$ cat config.mk
export PLATFORM = sky130hd
export DESIGN_NAME = stopwatch_core
export DESIGN_NICKNAME = d
export VERILOG_FILES = /design/src/rtl/stopwatch_pkg.sv /design/src/rtl/stopwatch_core_bcd_digit.sv /design/src/rtl/stopwatch_core.sv
export SDC_FILE = /design/constraint.sdc
export NUM_CORES = 1
export LEC_CHECK = 0
export ABC_CLOCK_PERIOD_IN_PS = 4100
export BUFFER_PORTS_ARGS = -buffer_cell sky130_fd_sc_hd__buf_2
export CAP_MARGIN = 20
export CELL_PAD_IN_SITES_DETAIL_PLACEMENT = 1
export CELL_PAD_IN_SITES_GLOBAL_PLACEMENT = 1
export CORE_MARGIN = 10
export CORE_UTILIZATION = 25
export CTS_CLUSTER_DIAMETER = 60
export DETAILED_ROUTE_END_ITERATION = 8
export PLACE_DENSITY = 0.51
export SLEW_MARGIN = 40
export SYNTH_ARGS = -nofsm -noshare
export SYNTH_HDL_FRONTEND = slang
export SYNTH_SLANG_ARGS = --single-unit
$ cat constraint.sdc
create_clock -name clock_in -period 4.1 [get_ports clock_in]
set_input_delay 0.205 -clock clock_in [delete_from_list [all_inputs] [get_ports clock_in]]
set_output_delay 0.205 -clock clock_in [all_outputs]
set_load 0.1 [all_outputs]
$ cat src/rtl/stopwatch_pkg.sv
// Shared types and constants for the centisecond stopwatch: FSM encodings,
// BCD digit widths and limits, and the packed six-digit time value.
package stopwatch_pkg;

  localparam int BCD_W = 4;

  localparam logic [BCD_W-1:0] DIGIT_MAX_9 = 4'd9;
  localparam logic [BCD_W-1:0] DIGIT_MAX_5 = 4'd5;

  typedef enum logic [1:0] {
    ST_IDLE  = 2'd0,
    ST_RUN   = 2'd1,
    ST_PAUSE = 2'd2,
    ST_LAP   = 2'd3
  } state_t;

  typedef struct packed {
    logic [BCD_W-1:0] m_tens;
    logic [BCD_W-1:0] m_ones;
    logic [BCD_W-1:0] s_tens;
    logic [BCD_W-1:0] s_ones;
    logic [BCD_W-1:0] cs_tens;
    logic [BCD_W-1:0] cs_ones;
  } bcd_time_t;

  // Two-digit BCD encoding of a binary value in 0..99.
  function automatic logic [2*BCD_W-1:0] to_bcd2(input int unsigned value);
    logic [BCD_W-1:0] tens;
    logic [BCD_W-1:0] ones;
    tens = BCD_W'(value / 10);
    ones = BCD_W'(value % 10);
    return {tens, ones};
  endfunction

endpackage

$ cat src/rtl/stopwatch_core_bcd_digit.sv
// One cascadable BCD digit counter: counts 0..MAX on inc, synchronous clear
// wins over increment, carry_out flags the increment that rolls it over.
module bcd_digit
  import stopwatch_pkg::*;
#(
  parameter logic [BCD_W-1:0] MAX = DIGIT_MAX_9
) (
  input  logic             clock_in,
  input  logic             reset,
  input  logic             clr,
  input  logic             inc,
  output logic [BCD_W-1:0] value,
  output logic             carry_out
);

  assign carry_out = inc && (value == MAX);

  always_ff @(posedge clock_in or posedge reset) begin
    if (reset) begin
      value <= '0;
    end else if (clr) begin
      value <= '0;
    end else if (inc) begin
      value <= (value == MAX) ? '0 : value + 1'b1;
    end
  end

endmodule

$ cat src/rtl/stopwatch_core.sv
// MM:SS.cc stopwatch: synchronizes the 100 Hz tick, runs the
// idle/run/pause/lap controller and drives six registered BCD display digits.
module stopwatch_core
  import stopwatch_pkg::*;
#(
  parameter int SYNC_STAGES = 2,
  parameter int MIN_LIMIT   = 59
) (
  input  logic             clock_in,
  input  logic             reset,
  input  logic             tick_in,
  input  logic             start_stop,
  input  logic             lap,
  input  logic             clear,
  output logic [BCD_W-1:0] cs_tens,
  output logic [BCD_W-1:0] cs_ones,
  output logic [BCD_W-1:0] s_tens,
  output logic [BCD_W-1:0] s_ones,
  output logic [BCD_W-1:0] m_tens,
  output logic [BCD_W-1:0] m_ones,
  output logic             running,
  output logic             overflow,
  output logic [1:0]       state
);

  localparam logic [2*BCD_W-1:0] MIN_LIMIT_BCD = to_bcd2(MIN_LIMIT);

  logic [SYNC_STAGES-1:0] sync_q;
  logic                   edge_q;
  logic                   tick_en;

  state_t    state_q;
  bcd_time_t live;
  bcd_time_t lap_q;
  bcd_time_t disp_q;

  logic       clear_cmd;
  logic       count_en;
  logic [5:0] carry;
  logic       min_at_limit;
  logic       wrap;

  // ---------------------------------------------------------------------------
  // tick_in is asynchronous data: synchronize, then detect the rising edge.
  // ---------------------------------------------------------------------------
  // NOTE: every flop below uses <= so all registers sample the pre-edge values;
  // a blocking = here would collapse the synchronizer chain into a single flop.
  always_ff @(posedge clock_in or posedge reset) begin
    if (reset) begin
      sync_q <= '0;
      edge_q <= 1'b0;
    end else begin
      sync_q <= {sync_q[SYNC_STAGES-2:0], tick_in};
      edge_q <= sync_q[SYNC_STAGES-1];
    end
  end

  assign tick_en = sync_q[SYNC_STAGES-1] && !edge_q;

  // Counting and clearing are decided from the registered (pre-transition) state.
  assign clear_cmd = clear && (state_q == ST_PAUSE);
  assign count_en  = tick_en && ((state_q == ST_RUN) || (state_q == ST_LAP));

  // ---------------------------------------------------------------------------
  // Cascaded BCD time counter
  // ---------------------------------------------------------------------------
  bcd_digit #(.MAX(DIGIT_MAX_9)) u_cs_ones (
    .clock_in  (clock_in),
    .reset     (reset),
    .clr       (clear_cmd),
    .inc       (count_en),
    .value     (live.cs_ones),
    .carry_out (carry[0])
  );

  bcd_digit #(.MAX(DIGIT_MAX_9)) u_cs_tens (
    .clock_in  (clock_in),
    .reset     (reset),
    .clr       (clear_cmd),
    .inc       (carry[0]),
    .value     (live.cs_tens),
    .carry_out (carry[1])
  );

  bcd_digit #(.MAX(DIGIT_MAX_9)) u_s_ones (
    .clock_in  (clock_in),
    .reset     (reset),
    .clr       (clear_cmd),
    .inc       (carry[1]),
    .value     (live.s_ones),
    .carry_out (carry[2])
  );

  bcd_digit #(.MAX(DIGIT_MAX_5)) u_s_tens (
    .clock_in  (clock_in),
    .reset     (reset),
    .clr       (clear_cmd),
    .inc       (carry[2]),
    .value     (live.s_tens),
    .carry_out (carry[3])
  );

  // Minutes wrap at MIN_LIMIT rather than at their natural digit limits, so the
  // wrap acts as a synchronous clear that overrides the minute increment.
  bcd_digit #(.MAX(DIGIT_MAX_9)) u_m_ones (
    .clock_in  (clock_in),
    .reset     (reset),
    .clr       (clear_cmd || wrap),
    .inc       (carry[3]),
    .value     (live.m_ones),
    .carry_out (carry[4])
  );

  bcd_digit #(.MAX(DIGIT_MAX_9)) u_m_tens (
    .clock_in  (clock_in),
    .reset     (reset),
    .clr       (clear_cmd || wrap),
    .inc       (carry[4]),
    .value     (live.m_tens),
    .carry_out (carry[5])
  );

  assign min_at_limit = ({live.m_tens, live.m_ones} == MIN_LIMIT_BCD);
  // carry[5] can only fire at 99:59.99, which is never below MIN_LIMIT.
  assign wrap = (carry[3] && min_at_limit) || carry[5];

  always_ff @(posedge clock_in or posedge reset) begin
    if (reset) begin
      overflow <= 1'b0;
    end else if (clear_cmd) begin
      overflow <= 1'b0;
    end else if (wrap) begin
      overflow <= 1'b1;
    end
  end

  // ---------------------------------------------------------------------------
  // Control FSM with registered running flag and lap latch.
  // Priority among pulses: clear > start_stop > lap, valid ones only.
  // ---------------------------------------------------------------------------
  // NOTE: the lap latch is a handful of flops, not a RAM, so it takes the async
  // reset like any other state; only true memory arrays are left unreset.
  always_ff @(posedge clock_in or posedge reset) begin
    if (reset) begin
      state_q <= ST_IDLE;
      running <= 1'b0;
      lap_q   <= '0;
    end else begin
      case (state_q)
        ST_IDLE: begin
          if (start_stop) begin
            state_q <= ST_RUN;
            running <= 1'b1;
          end
        end
        ST_RUN: begin
          if (start_stop) begin
            state_q <= ST_PAUSE;
            running <= 1'b0;
          end else if (lap) begin
            state_q <= ST_LAP;
            lap_q   <= live;
          end
        end
        ST_LAP: begin
          if (start_stop) begin
            state_q <= ST_PAUSE;
            running <= 1'b0;
          end else if (lap) begin
            state_q <= ST_RUN;
          end
        end
        ST_PAUSE: begin
          if (clear) begin
            state_q <= ST_IDLE;
            lap_q   <= '0;
          end else if (start_stop) begin
            state_q <= ST_RUN;
            running <= 1'b1;
          end
        end
        default: begin
          state_q <= ST_IDLE;
          running <= 1'b0;
        end
      endcase
    end
  end

  assign state = state_q;

  // ---------------------------------------------------------------------------
  // Registered display: lap latch while frozen, live count otherwise.
  // ---------------------------------------------------------------------------
  always_ff @(posedge clock_in or posedge reset) begin
    if (reset) begin
      disp_q <= '0;
    end else begin
      disp_q <= (state_q == ST_LAP) ? lap_q : live;
    end
  end

  assign m_tens  = disp_q.m_tens;
  assign m_ones  = disp_q.m_ones;
  assign s_tens  = disp_q.s_tens;
  assign s_ones  = disp_q.s_ones;
  assign cs_tens = disp_q.cs_tens;
  assign cs_ones = disp_q.cs_ones;

endmodule

==> summary.md <==
| Metric | Value |
|---|---|
| Via count | 2373 |
| Post-CTS resize count | 0 |
| Post-DP HPWL | 5.246 mm |
| Share of post-route cells with drive strength above 1 | 0.2470 |
| Setup TNS Final | 0 ns |
| Final Setup Violations | 0 |
| Pin count of the biggest net entering global routing | 48 |
| Post-CTS Setup Bufs | 0 |
| Clk slew on worst S/H paths | 0.06 ns |
| Min-Delay Path Class | in2reg |
| Via-to-Cell Ratio | 4.708 |
| Slew Limit Fails | 0 |
| Post-route ant nets | 0 |
| Fillers | 1481 |
| DR iter-0 viols | 160 |
| Synth area leader | dfrtp_1 |
| WL/cell | 15.78 um |
| Post-Syn Area | 3432 um2 |
| Status | finished clean |
| Slew margin rel. | 0.5587 |
| # hold bufs at CTS | 2 |
| Leak | 2.036 nW |
| RSZ-0062 raised after global routing | no |
| Core ar. | 13350 um2 |
| Most common cell after layout, fill and taps aside | dfrtp_1 |
| Worst-skew pair later-pin latency | 0.34 ns |
| DR DRC count | 0 |
| CTS Buffer Depth | 2 |
| IO Port Bufs | 33 |
| Register bit count reported by yosys | 79 |
| Die W | 137.2 um |
| Post-synth EDFFs | 0 |
| CTS Sinks | 79 |
| Period Utilization, post-route | 0.6222 |
| Drt pass-1 iters | 4 |
| Synth Flop Type | dfrtp_1 |
| Yosys warnings | 0 |
| Initial antenna violation count | 0 |
| Ys async rst share | 1.000 |
| All-layer global routing usage | 0.09167 |
| Worst-path fanout max | 16 |
| GP Congestion | 0.7100 |
| Total power | 2.142 mW |
| Num rows | 42 |
| Syn_nets | 305 |
| First-pass GRT wire length | 13.56 mm |
| Fin crit period | 2.551 ns |
| Skew final | 0.008994 ns |
| Mean area per synthesized cell | 11.96 um2 |
| CP endpoint kind | flop |
| Final nets | 341 |
| H-tree Lvls | 3 |
| Root Buffer | clkbuf_16 |
| Smallest hold slack | 0.1341 ns |
| ANT cells | 0 |
| Crit path DAT | 2.81 ns |
| Post-Synthesis Cells | 287 |
| Final Hold Vio Count | 0 |
| Worst Tran Pin Value | 0.6604 ns |
| CP required | 4.36 ns |
| Top-area cell type share of the netlist area | 0.5760 |
| Distinct cells, synth | 36 |
| Grt total ovfl | 0 |
| Most frequent cells in the layout | 79 x dfrtp_1, 33 x buf_2, 24 x mux2_2, 24 x a22o_1, 20 x a21oi_1 |
| Num CTS Buffers | 9 |
| Critical path class | reg2reg |
| Starting Density | 0.2571 |
| Worst vdd ir | 0.1794 mV |
| FMAX | 0.3920 GHz |
| Vias in the first global route | 2459 |
| Setup crit start kind | flop |
| Seq/Total Area, Yosys | 0.5760 |
| Die area | 18810 um2 |
| CTS tree | done |
| Final WL | 7.951 mm |
| Area Overhead vs Synth | 21.14% |
| Power per cell area | 515.3 nW/um2 |
| Die Height | 137.2 um |
| Ranking of synthesized cells by area | dfrtp_1 58%, mux2_2 7.9%, a22o_1 6.1%, ha_1 4.4%, a21oi_1 2.9% |
| Io pins | 34 |
| Maximum capacitance violations | 0 |
==> flip-flops by register name, summed over array words and instances, names as in the netlist <==
register         flops
sync_q               2
u_m_ones.value       4
m_ones               4
u_s_ones.value       4
u_cs_tens.value      4
u_m_tens.value       4
cs_ones              4
lap_q               24
cs_tens              4
state                2
u_s_tens.value       4
s_tens               4
s_ones               4
overflow             1
u_cs_ones.value      4
edge_q               1
m_tens               4
running              1
==> path summary, 6_finish.rpt <==
kind                       startpoint                 to  slack [ns]  cells past startpoint
setup / recovery             state[0]  u_m_ones.value[1]        1.55                      4
hold / removal             start_stop            running        0.13                      2
setup reg to reg             state[0]  u_m_ones.value[1]        1.55                      4
hold reg to reg             sync_q[0]          sync_q[1]        0.35                      0
max in group asynchronous       reset  u_m_tens.value[1]        2.88                      4
min in group asynchronous       reset          s_ones[2]        0.43                      3
==> synth_stat cells, drive strengths merged, types with 2 or more instances <==
master,instances
nand3,7
or3,2
nand4b,3
and3b,6
clkbuf,11
inv,8
o21ai,12
or4,5
nand4,2
dfrtp,79
and2,2
nand2,13
ha,12
o31ai,2
buf,4
mux2,24
nand3b,7
nor2,16
nor3,7
nor2b,3
xnor2,2
nor4,4
a21oi,20
mux2i,3
a31oi,2
a22o,24
==> per-layer routing <==
layer	GRT usage	wire, um	up-vias
met5	0	0	-
met4	0.03162	99	0
met3	0.02566	259	9
met2	0.1342	3679	28
met1	0.1262	3913	1214
li1	-	-	1122
==> worst max-delay path: stages, from the launching register on <==
cell and delay, ns:
dfrtp_1 0.51, nand3b_1 0.36, or4_1 0.87, or4_1 0.59, a21oi_1 0.15
==> power breakdown <==
group,switching (mW),total (mW),internal [mW]
logic,0.294,0.383,0.0888
registers,0.0487,0.885,0.836
clock network,0.309,0.875,0.566
==> metrics by stage <==
stage | util | cell area [um2] | cells | setup slack [ns]
after floorplan | - | 3432 | 287 | 1.500
after global placement | 0.2842 | 3794 | 486 | 1.618
after detailed placement | 0.2856 | 3812 | 486 | 1.483
after CTS | 0.3115 | 4158 | 504 | 1.494
after global routing | 0.3115 | 4158 | 504 | 1.321
final | 0.3115 | 4158 | 504 | 1.549
==> cells by family after synthesis <==
| kind of cell | synth area share |
|---|---|
| adder cells (fa/ha/maj) | 0.04375 |
| AND/OR/NAND/NOR | 0.1305 |
| buffers and inverters | 0.02698 |
| multiplexers | 0.08750 |
| XOR/XNOR | 0.007657 |
| flip-flops | 0.5760 |
| AO/OA/AOI/OAI | 0.1276 |
==> cell type report <==
| type | count | area (um2) | area share |
|---|---|---|---|
| clock inverters | 3 | 65.06 | 0.01565 |
| repair buffers | 40 | 222.7 | 0.05357 |
| flip-flops and latches | 79 | 1977 | 0.4755 |
| clock buffers | 13 | 260.3 | 0.06259 |
| well taps | 176 | 220.2 | 0.05296 |
| multi-input cells | 185 | 1378 | 0.3313 |
| inverters | 8 | 35.03 | 0.008426 |
(Power assumes the default switching activity.)
